==> src/rtl/regs_access_ctrl.sv <==
// -----------------------------------------------------------------------------
// regs_access_ctrl
//
// Purpose:
//   Access controller between the pipeline and the register file. Decode reads
//   and writeback writes pass straight through to the register file. A debug
//   port shares both register-file ports. A bulk-clear sweep of x1..x31 can be
//   requested. While the controller owns the read port, it stalls the pipeline.
//
// Optional feature (macro REGS_ACCESS_STATS_EN):
//   When defined, two saturating counters are added:
//     o_stall_cycles : cycles with o_stall = 1
//     o_wb_defer_cnt : cycles where a clear or debug write lost the write port
//                      to writeback
//   When undefined, neither port nor counter exists.
//
// Ports:
//   clk              positive-edge clock
//   rst_n            asynchronous active-low reset
//   i_de_rs_rd_en    decode read enable
//   i_de_rs1/rs2     decode source addresses
//   i_wb_rd          writeback destination address
//   i_wb_wr_data     writeback write data
//   i_wb_wr_en       writeback write enable (always has the write port)
//   i_dbg_req        debug request, held until o_dbg_ack
//   i_dbg_we         1 = debug write, 0 = debug read
//   i_dbg_addr       debug register address
//   i_dbg_wdata      debug write data
//   o_dbg_ack        one-cycle completion pulse
//   o_dbg_rdata      debug read data, valid with o_dbg_ack and held afterwards
//   i_clr_req        bulk-clear request pulse
//   o_clr_busy       clear pending or in progress
//   o_stall          pipeline must hold decode
//   o_rf_rs_rd_en    register file read enable
//   o_rf_rs1/rs2     register file read addresses
//   i_rf_rs1_rd_data register file read data 1 (one cycle after read enable)
//   o_rf_rd          register file write address
//   o_rf_rd_wr_data  register file write data
//   o_rf_rd_wr_en    register file write enable
// -----------------------------------------------------------------------------
module regs_access_ctrl #(
  parameter logic [31:0] CLR_VALUE = 32'h0000_0000,
  parameter int unsigned CLR_FIRST = 1,
  parameter int unsigned CLR_LAST  = 31
) (
  input  logic        clk,
  input  logic        rst_n,
  input  logic        i_de_rs_rd_en,
  input  logic [4:0]  i_de_rs1,
  input  logic [4:0]  i_de_rs2,
  input  logic [4:0]  i_wb_rd,
  input  logic [31:0] i_wb_wr_data,
  input  logic        i_wb_wr_en,
  input  logic        i_dbg_req,
  input  logic        i_dbg_we,
  input  logic [4:0]  i_dbg_addr,
  input  logic [31:0] i_dbg_wdata,
  output logic        o_dbg_ack,
  output logic [31:0] o_dbg_rdata,
  input  logic        i_clr_req,
  output logic        o_clr_busy,
  output logic        o_stall,
  output logic        o_rf_rs_rd_en,
  output logic [4:0]  o_rf_rs1,
  output logic [4:0]  o_rf_rs2,
  input  logic [31:0] i_rf_rs1_rd_data,
  output logic [4:0]  o_rf_rd,
  output logic [31:0] o_rf_rd_wr_data,
  output logic        o_rf_rd_wr_en
`ifdef REGS_ACCESS_STATS_EN
  ,
  output logic [31:0] o_stall_cycles,
  output logic [15:0] o_wb_defer_cnt
`endif
);

  localparam logic [4:0] C_FIRST = 5'(CLR_FIRST);
  localparam logic [4:0] C_LAST  = 5'(CLR_LAST);

  typedef enum logic [2:0] {
    IDLE,
    CLEAR,
    DBG_WR,
    RD_ISSUE,
    RD_CAP,
    RESTORE
  } state_t;

  // Registered state
  state_t      r_state;
  logic [4:0]  r_rs1_save;
  logic [4:0]  r_rs2_save;
  logic [4:0]  r_clr_cnt;
  logic        r_clr_pend;
  logic        r_dbg_pend;
  logic        r_dbg_ack;
  logic [31:0] r_dbg_rdata;
  logic        r_stall;

  // Next-state / combinational
  state_t      w_state_next;
  logic [4:0]  w_clr_cnt_next;
  logic        w_clr_pend_next;
  logic        w_dbg_pend_next;
  logic        w_dbg_ack_next;
  logic        w_rd_capture;
  logic        w_stall_next;
  logic        w_dbg_req_v;

  // The requester only drops i_dbg_req after seeing the ack, so the request is
  // still high in the ack cycle; masking it there prevents a second acceptance.
  assign w_dbg_req_v = i_dbg_req & ~r_dbg_ack;

  // ---------------------------------------------------------------------------
  // FSM next-state and port muxing
  // ---------------------------------------------------------------------------
  always_comb begin
    w_state_next    = r_state;
    w_clr_cnt_next  = r_clr_cnt;
    w_clr_pend_next = r_clr_pend | i_clr_req;
    w_dbg_pend_next = r_dbg_pend;
    w_dbg_ack_next  = 1'b0;
    w_rd_capture    = 1'b0;

    // Outside IDLE decode is blocked; the read addresses park on the saved
    // decode addresses so the register file sees nothing new.
    o_rf_rs_rd_en   = 1'b0;
    o_rf_rs1        = r_rs1_save;
    o_rf_rs2        = r_rs2_save;

    // Writeback owns the write port whenever it asserts its enable.
    o_rf_rd         = i_wb_rd;
    o_rf_rd_wr_data = i_wb_wr_data;
    o_rf_rd_wr_en   = i_wb_wr_en;

    unique case (r_state)
      IDLE: begin
        o_rf_rs_rd_en = i_de_rs_rd_en;
        o_rf_rs1      = i_de_rs1;
        o_rf_rs2      = i_de_rs2;
        if (r_clr_pend) begin
          w_state_next    = CLEAR;
          // The sweep about to start covers any request arriving now.
          w_clr_pend_next = 1'b0;
        end else if (w_dbg_req_v && i_dbg_we) begin
          w_state_next = DBG_WR;
        end else if (w_dbg_req_v && (!i_de_rs_rd_en || r_dbg_pend)) begin
          // A pending debug read overrides decode; the stall raised for it has
          // already told the pipeline to back off.
          w_state_next    = RD_ISSUE;
          w_dbg_pend_next = 1'b0;
        end else if (w_dbg_req_v && i_de_rs_rd_en) begin
          w_dbg_pend_next = 1'b1;
        end
      end

      CLEAR: begin
        // Requests arriving during the sweep are absorbed by it.
        w_clr_pend_next = 1'b0;
        if (!i_wb_wr_en) begin
          o_rf_rd         = r_clr_cnt;
          o_rf_rd_wr_data = CLR_VALUE;
          o_rf_rd_wr_en   = 1'b1;
          if (r_clr_cnt == C_LAST) begin
            w_clr_cnt_next = C_FIRST;
            w_state_next   = IDLE;
          end else begin
            w_clr_cnt_next = r_clr_cnt + 5'd1;
          end
        end
      end

      DBG_WR: begin
        if (!i_wb_wr_en) begin
          o_rf_rd         = i_dbg_addr;
          o_rf_rd_wr_data = i_dbg_wdata;
          // x0 is hard-wired; the write is suppressed but still acknowledged.
          o_rf_rd_wr_en   = (i_dbg_addr != 5'd0);
          w_dbg_ack_next  = 1'b1;
          w_state_next    = IDLE;
        end
      end

      RD_ISSUE: begin
        o_rf_rs_rd_en = 1'b1;
        o_rf_rs1      = i_dbg_addr;
        w_state_next  = RD_CAP;
      end

      RD_CAP: begin
        w_rd_capture   = 1'b1;
        w_dbg_ack_next = 1'b1;
        w_state_next   = RESTORE;
      end

      RESTORE: begin
        // Re-read decode's last addresses so its read data is as it left it.
        o_rf_rs_rd_en = 1'b1;
        w_state_next  = IDLE;
      end

      default: begin
        w_state_next = IDLE;
      end
    endcase
  end

  assign w_stall_next = (w_state_next != IDLE) | w_dbg_pend_next;

  // ---------------------------------------------------------------------------
  // State registers
  // ---------------------------------------------------------------------------
  always_ff @(posedge clk or negedge rst_n) begin
    if (!rst_n) begin
      r_state     <= IDLE;
      r_rs1_save  <= 5'd0;
      r_rs2_save  <= 5'd0;
      r_clr_cnt   <= C_FIRST;
      r_clr_pend  <= 1'b0;
      r_dbg_pend  <= 1'b0;
      r_dbg_ack   <= 1'b0;
      r_dbg_rdata <= 32'd0;
      r_stall     <= 1'b0;
    end else begin
      r_state    <= w_state_next;
      r_clr_cnt  <= w_clr_cnt_next;
      r_clr_pend <= w_clr_pend_next;
      r_dbg_pend <= w_dbg_pend_next;
      r_dbg_ack  <= w_dbg_ack_next;
      r_stall    <= w_stall_next;
      if (r_state == IDLE && i_de_rs_rd_en) begin
        r_rs1_save <= i_de_rs1;
        r_rs2_save <= i_de_rs2;
      end
      if (w_rd_capture) begin
        r_dbg_rdata <= i_rf_rs1_rd_data;
      end
    end
  end

  assign o_dbg_ack   = r_dbg_ack;
  assign o_dbg_rdata = r_dbg_rdata;
  assign o_stall     = r_stall;
  assign o_clr_busy  = r_clr_pend | (r_state == CLEAR);

`ifdef REGS_ACCESS_STATS_EN
  // ---------------------------------------------------------------------------
  // Saturating statistics counters
  // ---------------------------------------------------------------------------
  logic [31:0] r_stall_cycles;
  logic [15:0] r_wb_defer_cnt;
  logic        w_wr_defer;

  // A clear or debug write wanted the port this cycle but writeback took it.
  assign w_wr_defer = i_wb_wr_en & ((r_state == CLEAR) | (r_state == DBG_WR));

  always_ff @(posedge clk or negedge rst_n) begin
    if (!rst_n) begin
      r_stall_cycles <= 32'd0;
      r_wb_defer_cnt <= 16'd0;
    end else begin
      if (r_stall && (r_stall_cycles != 32'hFFFF_FFFF)) begin
        r_stall_cycles <= r_stall_cycles + 32'd1;
      end
      if (w_wr_defer && (r_wb_defer_cnt != 16'hFFFF)) begin
        r_wb_defer_cnt <= r_wb_defer_cnt + 16'd1;
      end
    end
  end

  assign o_stall_cycles = r_stall_cycles;
  assign o_wb_defer_cnt = r_wb_defer_cnt;
`endif

endmodule

==> config.mk <==
export PLATFORM = sky130hd
export DESIGN_NAME = regs_access_ctrl
export DESIGN_NICKNAME = d
export VERILOG_FILES = /design/src/rtl/regs_access_ctrl.sv
export SDC_FILE = /design/constraint.sdc
export NUM_CORES = 1
export LEC_CHECK = 0
export BUFFER_PORTS_ARGS = -buffer_cell sky130_fd_sc_hd__buf_2
export CORE_UTILIZATION = 40
export DETAILED_ROUTE_END_ITERATION = 10
export GPL_TIMING_DRIVEN = 0
export PLACE_DENSITY = 0.86
export SLEW_MARGIN = 20
export SYNTH_ARGS = -nofsm -noshare
export SYNTH_HDL_FRONTEND = slang
export SYNTH_SLANG_ARGS = --single-unit
==> constraint.sdc <==
create_clock -name clk -period 5.9 [get_ports clk]
set_input_delay 0.295 -clock clk [delete_from_list [all_inputs] [get_ports clk]]
set_output_delay 0.295 -clock clk [all_outputs]
set_load 0.005 [all_outputs]
Word-level counts from Yosys, hierarchy flattened
Index checks and enable logic that the tools add are counted.
- memories: 0
- flip-flop bits (word level): 54
- ROM bits: 0
- latch bits: 0
- memory bits (writable): 0
- output and inout bits: 84
- reductions and logical operators: 11
- bitwise logic cells: 6
- $mul: 0
- shift-type cells: 0
- div/mod/pow operators: 0
- $add $sub $neg: 1
- eq/ne operators: 6
- muxes and demuxes: 29
- magnitude comparators: 0
- operator list (operator ; number):
    two-way mux 32 bit ; 2
    one-hot mux 32 bit (2 select lines) ; 1
    two-way mux 5 bit ; 4
    one-hot mux 5 bit (2 select lines) ; 2
    two-way mux 3 bit ; 6
    one-hot mux 3 bit (5 select lines) ; 1
    two-way mux 1 bit ; 9
    one-hot mux 1 bit (2 select lines) ; 4
    equality test 3 x 2 -> 1 bit, second input constant ; 2
    equality test 3 bit, second input constant ; 2
    adder 5 x 1 -> 5 bit, second input constant ; 1
    equality test 5 bit, second input constant ; 1
    nonzero test 5 bit ; 1
    logical AND 1 bit ; 4
    equality test 3 x 1 -> 1 bit, second input constant ; 1
    logical NOT 3 bit ; 1
    OR 1 bit ; 3
    nonzero test 3 bit ; 1
    NOT 1 bit ; 2
    AND reduction 2 bit ; 1
    OR reduction 2 bit ; 1
    bitwise AND 1 bit ; 1
    logical NOT 1 bit ; 1
    logical OR 1 bit ; 1

Longest topological paths before layout
Gate-level depths: netlist of run 1.
- depth in word-level cells: 9
- gate-level depth with buffers: 7
- depth with buffers taken out: 7

Worst setup path after synthesis of run 1
No wires, ideal clock.
- path type: register to register
- start point: register r_clr_cnt[0]
- end point: register r_stall, in the netlist o_stall
- stages on the path, launching flop included: 8
- data arrival time: 1.942 ns
- period minus slack after synthesis: 2.081 ns
- library setup time: 0.139 ns
- setup slack: 3.819 ns
- cell sequence: dfstp_2 -> ha_1 -> and3_1 -> ha_1 -> nor2b_1 -> o21ai_0 -> a22o_1 -> or4_1
- word-level cells in the longest chain between the ends: 6
- RTL lines (element ; RTL line ; source):
    start, declared ; 93 ; logic [4:0] r_clr_cnt;
    start signal, assigned ; 226 ; r_clr_cnt <= w_clr_cnt_next;
    equality test 5 bit ; 164 ; if (r_clr_cnt == C_LAST) begin
    two-way mux 3 bit ; 164 ;
    two-way mux 3 bit ; 160 ; if (!i_wb_wr_en) begin
    one-hot mux 3 bit (5 select lines) ; 136 ; unique case (r_state)
    named net w_state_next[0] ; 101 ; state_t w_state_next;
    nonzero test 3 bit ; 208 ; assign w_stall_next = (w_state_next != IDLE) | w_dbg_pend_next;
    OR 1 bit ; 208 ;
    named net w_stall_next ; 107 ; logic w_stall_next;
    end signal, assigned ; 230 ; r_stall <= w_stall_next;
    end, declared ; 98 ; logic r_stall;
The timed path passes the listed nets, and every way through them passes these cells.
A chain may end at the register's enable or synchronous reset.

Worst setup path after layout of run 1
- start point: register r_state[0]
- end point: output o_rf_rd_wr_data[20]
- word-level cells in the longest chain between the ends: 2
- RTL lines (element ; RTL line ; source):
    start, declared ; 90 ; state_t r_state;
    start signal, assigned ; 225 ; r_state <= w_state_next;
    equality test 3 x 2 -> 1 bit or equality test 3 x 1 -> 1 bit (tied branches) ; 136 ;
    one-hot mux 32 bit (2 select lines) (*) ; 136 ;
    end, declared ; 68 ; output logic [31:0] o_rf_rd_wr_data,
Every way passes the cells marked *; elsewhere a longest branch is shown, timed or not.

==> results of run 1 <==
-- power groups by stage --
stage               Sequential [mW]  Clock, mW  Combinational [mW]
floorplan                     0.651          0               0.540
global placement              0.648          0               0.904
detailed placement            0.660          0               0.934
CTS                           0.656      0.268               0.937
global route                  0.678      0.284                1.03
finish                        0.657      0.260               0.931
-- layout make-up --
cell class,count,share of cell area [%]
Buffer,19,2.05
Clock buffer,6,1.99
Clock inverter,2,0.933
Inverter,2,0.181
Multi-Input combinational cell,189,34.6
Sequential cell,54,32.5
Tap cell,96,2.89
Timing Repair Buffer,206,24.8
-- routing by layer --
layer  vias to the layer above  part of all wire (%)  GRT usage [%]
met5                         -                     0              0
met4                         0                  0.57           5.00
met3                         5                   7.0           5.50
met2                       127                    50           32.9
met1                      1418                    42           26.2
li1                       1404                     -              -
-- worst max-delay path, delay by kind of cell, from the launching register on --
family | cells | cell delay [ns]
AO/OA/AOI/OAI | 1 | 0.22
flip-flops | 1 | 0.45
AND/OR/NAND/NOR | 1 | 0.51
buffers and inverters | 3 | 0.90
-- Yosys cell counts (2+ instances only) --
master	number	share of area, %
dfrtp_1	53	46
mux2_2	38	15
a22o_1	33	10
nand2_1	29	3.8
nor2_1	16	2.1
o21ai_0	13	2.3
clkbuf_1	12	1.6
mux2_1	9	3.5
a21oi_1	8	1.4
a22oi_1	5	1.3
buf_2	5	0.87
o22ai_1	5	1.1
nor2b_1	3	0.65
o21ai_1	3	0.52
ha_1	2	0.87
nand2b_1	2	0.43
o21bai_1	2	0.52
or4_1	2	0.52
-- state kept, by name, summed over array words and instances (netlist names) --
signal / flops
o_dbg_ack: 1
o_stall: 1
r_rs1_save: 5
r_dbg_pend: 1
r_clr_cnt: 5
o_dbg_rdata: 32
r_clr_pend: 1
r_rs2_save: 5
r_state: 3
-- final timing paths --
kind | depth (start not counted) | to
max in group asynchronous | 1 | r_clr_cnt[3]
setup / recovery | 5 | o_rf_rd_wr_data[20]
setup reg to reg | 7 | o_stall
hold / removal | 1 | o_dbg_rdata[6]
hold reg to reg | 1 | r_rs2_save[3]
min in group clk | 2 | o_dbg_rdata[9]
-- per-stage QoR --
step                      std cells  area [um^2]  util (%)
after floorplan                 264         2880         -
after global placement          566         4040      58.7
after detailed placement        566         4040      58.8
after CTS                       574         4160      60.5
after global routing            574         4160      60.5
final                           574         4160      60.5
-- cell usage in the layout (no fill, tap or decap), types with 3 or more instances in the layout --
cell type  netlist  final
o22ai_1          5      5
mux2_2          38     38
a21oi_1          8      8
clkbuf_8         0      6
mux2_1           9      9
nor2_1          16     16
dfrtp_1         53     53
nand2_1         29     29
nor2b_1          3      3
clkbuf_1        12     12
buf_2            5    210
o21ai_1          3      3
a22o_1          33     33
o21ai_0         13     13
a22oi_1          5      5
-- kinds of logic (layout without fill, tap and decap cells) --
family,count (synthesis),after routing,share of synthesized area (%)
fa+ha+maj,2,2,0.868
compound gates,74,74,18.6
xor+xnor,1,1,0.304
flops,54,54,46.9
buf+inv,21,235,3.21
mux,48,48,18.9
simple gates,64,64,11.3
==> flow_metrics.env, run 1 <==
export IMPL_cts_buffers=5
export IMPL_finalCritPeriodShare_pct=45.4
export IMPL_synthArstFlopShare_pct=100
export IMPL_timing_rr_start="r_clr_cnt[0]"
export IMPL_cts_root_buf="clkbuf_8"
export IMPL_power_density_nw_per_um2=444
export IMPL_critPathArrivalTime_ns=2.38
export IMPL_cts_tree="built"
export IMPL_wl_per_cell_um=14.0
export IMPL_timing_fmax_mhz=373
export IMPL_cp_startpoint="r_state[0]"
export IMPL_synthesis_area_um2=2880
export IMPL_syn_nets=389
export IMPL_io_pins=207
export IMPL_cts_setup_buffers=0
export IMPL_yosysSeqAreaShare_pct=46.9
export IMPL_drtIter0Drc=95
export IMPL_rsz0062_at_grt="no"
export IMPL_synth_edf_count=0
export IMPL_clock_path_buffers=2
export IMPL_drt_total_wl_um=8020
export IMPL_place_hpwl_um=6280
export IMPL_grt_max_degree=55
export IMPL_synthFlopType="dfrtp_1"
export IMPL_rows=30
export IMPL_finalClockSkew_ns=0.00926
export IMPL_multi_input_area_um2=1440
export IMPL_dr_pass1_iters=4
export IMPL_die_w_um=86.9
export IMPL_total_leakage_power_nw=2.24
export IMPL_crit_top_cell="clkbuf_1"
export IMPL_synth_distinct_cells=42
export IMPL_grt_pass1_vias=2628
export IMPL_crit_path_top_delay_cell="nor4b_1"
export IMPL_ff2ff_setup_slack_ns=3.63
export IMPL_pre_cts_slack_ns=3.56
export IMPL_drive_above_1_share_pct=55.4
export IMPL_n_fill_cell=613
export IMPL_h_tree_depth=2
export IMPL_path_max_fanout=10
export IMPL_setup_violations=0
export IMPL_drc=0
export IMPL_combPwrFrac_pct=50.4
export IMPL_crit_chain="nor4b_1, clkbuf_1, clkbuf_1, a22o_1, buf_2"
export IMPL_grt_pass1_wl_um=12000
export IMPL_start_util_pct=42.0
export IMPL_slowest_delay_ns=0.51
export IMPL_ys_warn_count=0
export IMPL_coreArea_um2=6870
export IMPL_grt_ovfl_total=0
export IMPL_grt_total_usage_pct=20.0
export IMPL_antennaDiodeCount=0
export IMPL_hold_viol=0
export IMPL_slew_limit_headroom_pct=41.3
export IMPL_finalPower_mw=1.85
export IMPL_tns_ns=0
export IMPL_drt_vias_per_instance=5.15
export IMPL_worstPathRequired_ns=5.61
export IMPL_ant_nets=0
export IMPL_peakVddDrop_v=0.000248
export IMPL_synth_seq_cells=54
export IMPL_finalMaxSlewViolations=0
export IMPL_clkPwrFrac_pct=14.1
export IMPL_synthCells=264
export IMPL_synth_area_per_cell_um2=10.9
export IMPL_synthToLayoutAreaGrowth_pct=44.2
export IMPL_clock_sinks=54
export IMPL_cp_start_kind="flop"
export IMPL_sw_frac_of_total_pct=36.0
export IMPL_cts_repair_resized=0
export IMPL_hold_buffers=0
export IMPL_clkLatencyLatePin_ns=0.30
export IMPL_layout_nets=602
export IMPL_maxCapViolations=0
export IMPL_regArea_um2=1350
export IMPL_gp_congestion=0.851
export IMPL_tightestPinTransition_ns=0.873
export IMPL_worstSetupPathType="flop to output pin"
export IMPL_critPathCaptureType="output pin"
export IMPL_status="completed"
export IMPL_switching_power_mw=0.666
export IMPL_antenna_found_initial=0
export IMPL_power_frac_seq_pct=35.6
export IMPL_hold_path_class="primary input to async pin"
export IMPL_hold_worst_slack_ns=0.00745
export IMPL_path_clk_slew_ns=0.10
export IMPL_dieArea_um2=7550
export IMPL_vias=2954
export IMPL_setup_slack_ns=3.22
export IMPL_p_int_mw=1.18
export IMPL_die_h_um=86.9
export IMPL_period_minus_slack_ns=2.68
export IMPL_io_buffers=206
Note: power is estimated with default switching activity, not from simulation.
==> inputs of run 2 (changes only) <==
- ABC_AREA: not set -> 1
- CORE_UTILIZATION: 40 -> 38
- PLACE_DENSITY: 0.86 -> 0.84
- clock period: 5.9 -> 2.18 ns (I/O delays scaled with it)
==> flow_metrics.env, run 2 <==
export IMPL_cts_setup_buffers=0
export IMPL_grt_busiest_layer="met2"
export IMPL_grt_pass1_vias=3069
export IMPL_critPathArrivalTime_ns=1.85
export IMPL_antennaDiodeCount=0
export IMPL_total_leakage_power_nw=2.45
export IMPL_cts_repair_resized=0
export IMPL_die_w_um=91.4
export IMPL_hold_depth=2
export IMPL_antenna_found_initial=0
export IMPL_r2r_cells=9
export IMPL_cts_root_buf="clkbuf_8"
export IMPL_grt_max_degree=55
export IMPL_multi_input_area_um2=1410
export IMPL_slew_limit_headroom_pct=55.8
export IMPL_dr_pass1_iters=4
export IMPL_synthArstFlopShare_pct=100
export IMPL_grt_pass1_wl_um=14000
export IMPL_yosysSeqAreaShare_pct=44.6
export IMPL_cts_buffers=5
export IMPL_synthToLayoutAreaGrowth_pct=41.9
export IMPL_coreArea_um2=7730
export IMPL_finalClockSkew_ns=0.00582
export IMPL_crit_chain="inv_2, nand3_1, and2_2, nand2_1, o221ai_1, buf_2"
export IMPL_synth_common_cells="nand2_1, dfrtp_1, nand3_1"
export IMPL_final_cell_mix="buf_2, nand2_1, dfrtp_1, nand3_1"
export IMPL_io_buffers=206
export IMPL_vias=3188
export IMPL_clkLatencyLatePin_ns=0.30
export IMPL_hold_path_class="primary input to flop"
export IMPL_drtIter0Drc=91
export IMPL_slowest_delay_ns=0.51
export IMPL_layout_nets=687
export IMPL_drive_above_1_share_pct=49.7
export IMPL_die_h_um=91.4
export IMPL_tightestPinTransition_ns=0.663
export IMPL_grt_ovfl_total=0
export IMPL_status="completed"
export IMPL_worstPathRequired_ns=2.07
export IMPL_crit_path_top_delay_cell="dfrtp_1"
export IMPL_synth_most_common_cell="nand2_1"
export IMPL_wl_per_cell_um=12.9
export IMPL_grt_total_usage_pct=20.7
export IMPL_synthCells=347
export IMPL_setup_slack_ns=0.226
export IMPL_tns_ns=0
export IMPL_synth_edf_count=0
export IMPL_n_fill_cell=750
export IMPL_met1_usage_pct=26.9
export IMPL_rows=32
export IMPL_hold_buffers=2
export IMPL_synthesis_area_um2=3030
export IMPL_syn_nets=472
export IMPL_hold_viol=0
export IMPL_start_util_pct=39.3
export IMPL_peakVddDrop_v=0.000573
export IMPL_synth_area_leaders="dfrtp_1, nand2_1, mux2_2, nand3_1, inv_1"
export IMPL_dieArea_um2=8350
export IMPL_synthFlopType="dfrtp_1"
export IMPL_io_pins=207
export IMPL_regArea_um2=1350
export IMPL_final_common_cell="buf_2"
export IMPL_drt_vias_per_instance=4.79
export IMPL_ys_warn_count=0
export IMPL_synth_area_per_cell_um2=8.74
export IMPL_cts_tree="built"
export IMPL_yosysTopAreaCell="dfrtp_1"
export IMPL_drc=0
export IMPL_clock_path_buffers=2
export IMPL_yosysTopAreaCellShare_pct=43.7
export IMPL_period_minus_slack_ns=1.95
export IMPL_clock_sinks=54
export IMPL_rsz0062_at_grt="no"
export IMPL_finalCritPeriodShare_pct=89.6
export IMPL_grt_use_met2_pct=35.9
export IMPL_worstSetupPathType="flop to output pin"
export IMPL_pre_cts_slack_ns=0.464
export IMPL_grtUsageMet3_pct=3.60
export IMPL_path_max_fanout=8
export IMPL_gp_congestion=0.809
export IMPL_place_hpwl_um=6790
export IMPL_power_density_nw_per_um2=1160
export IMPL_path_clk_slew_ns=0.09
export IMPL_h_tree_depth=2
export IMPL_drt_total_wl_um=8570
export IMPL_maxCapViolations=0
export IMPL_critPathCaptureType="output pin"
export IMPL_setup_violations=0
export IMPL_ant_nets=0
export IMPL_largest_reg_flops=32
export IMPL_synth_distinct_cells=32
export IMPL_synth_seq_cells=54
export IMPL_timing_fmax_mhz=512
export IMPL_finalMaxSlewViolations=0
export IMPL_cp_start_kind="flop"
-- run 2: layout make-up --
type / count / share of cell area (%)
Buffer: 17 / 3.11
Tap cell: 102 / 2.96
Sequential cell: 54 / 31.4
Multi-Input combinational cell: 240 / 32.7
Timing Repair Buffer: 208 / 24.5
Clock buffer: 7 / 2.00
Clock inverter: 1 / 0.116
Inverter: 36 / 3.20
-- run 2: final timing paths --
kind                       slack [ns]            startpoint               to
min reg2reg                      0.50         r_rs1_save[4]    r_rs1_save[4]
max in group asynchronous        1.36                 rst_n        o_dbg_ack
max                              0.23            r_state[2]      o_rf_rs1[0]
min in group asynchronous        0.38                 rst_n    r_rs2_save[4]
max reg2reg                      0.46          r_clr_cnt[0]          o_stall
min                              0.02  i_rf_rs1_rd_data[30]  o_dbg_rdata[30]
-- run 2: layer usage --
layer,wire length (um),part of all wire (%)
met2,4300,50
met3,459,5.4
met4,59,0.69
met1,3740,44
met5,0,0
-- run 2: metrics by stage --
step	area [um^2]	hold WS [ns]	instances	utilization (%)	total power, mW
6_report	4310	0.0231	665	55.7	5.00
5_1_grt	4310	0.0166	665	55.7	5.44
4_1_cts	4310	0.0120	665	55.7	5.04
3_5_place_dp	4200	0.197	655	54.3	4.45
3_3_place_gp	4190	0.321	655	54.3	4.33
2_1_floorplan	3030	-0.187	347	-	3.30
-- run 2: kinds of logic (layout without fill, tap and decap cells) --
group	Yosys count	count (layout)	share of synthesized area, %
simple gates	167	167	24.9
flops	54	54	44.6
buf+inv	53	269	8.95
compound gates	38	38	8.54
mux	32	32	11.9
fa+ha+maj	2	2	0.825
xor+xnor	1	1	0.289
-- run 2: where the power goes --
group          total, mW  switching (mW)  internal (mW)
registers           1.79           0.291           1.49
clock network      0.577           0.320          0.257
logic               2.63            1.33           1.30
-- run 2: worst max-delay path, delay by kind of cell (launching register included) --
kind	cells	cell delay, ns
AO/OA/AOI/OAI	1	0.10
buffers and inverters	2	0.29
flip-flops	1	0.51
AND/OR/NAND/NOR	3	0.64
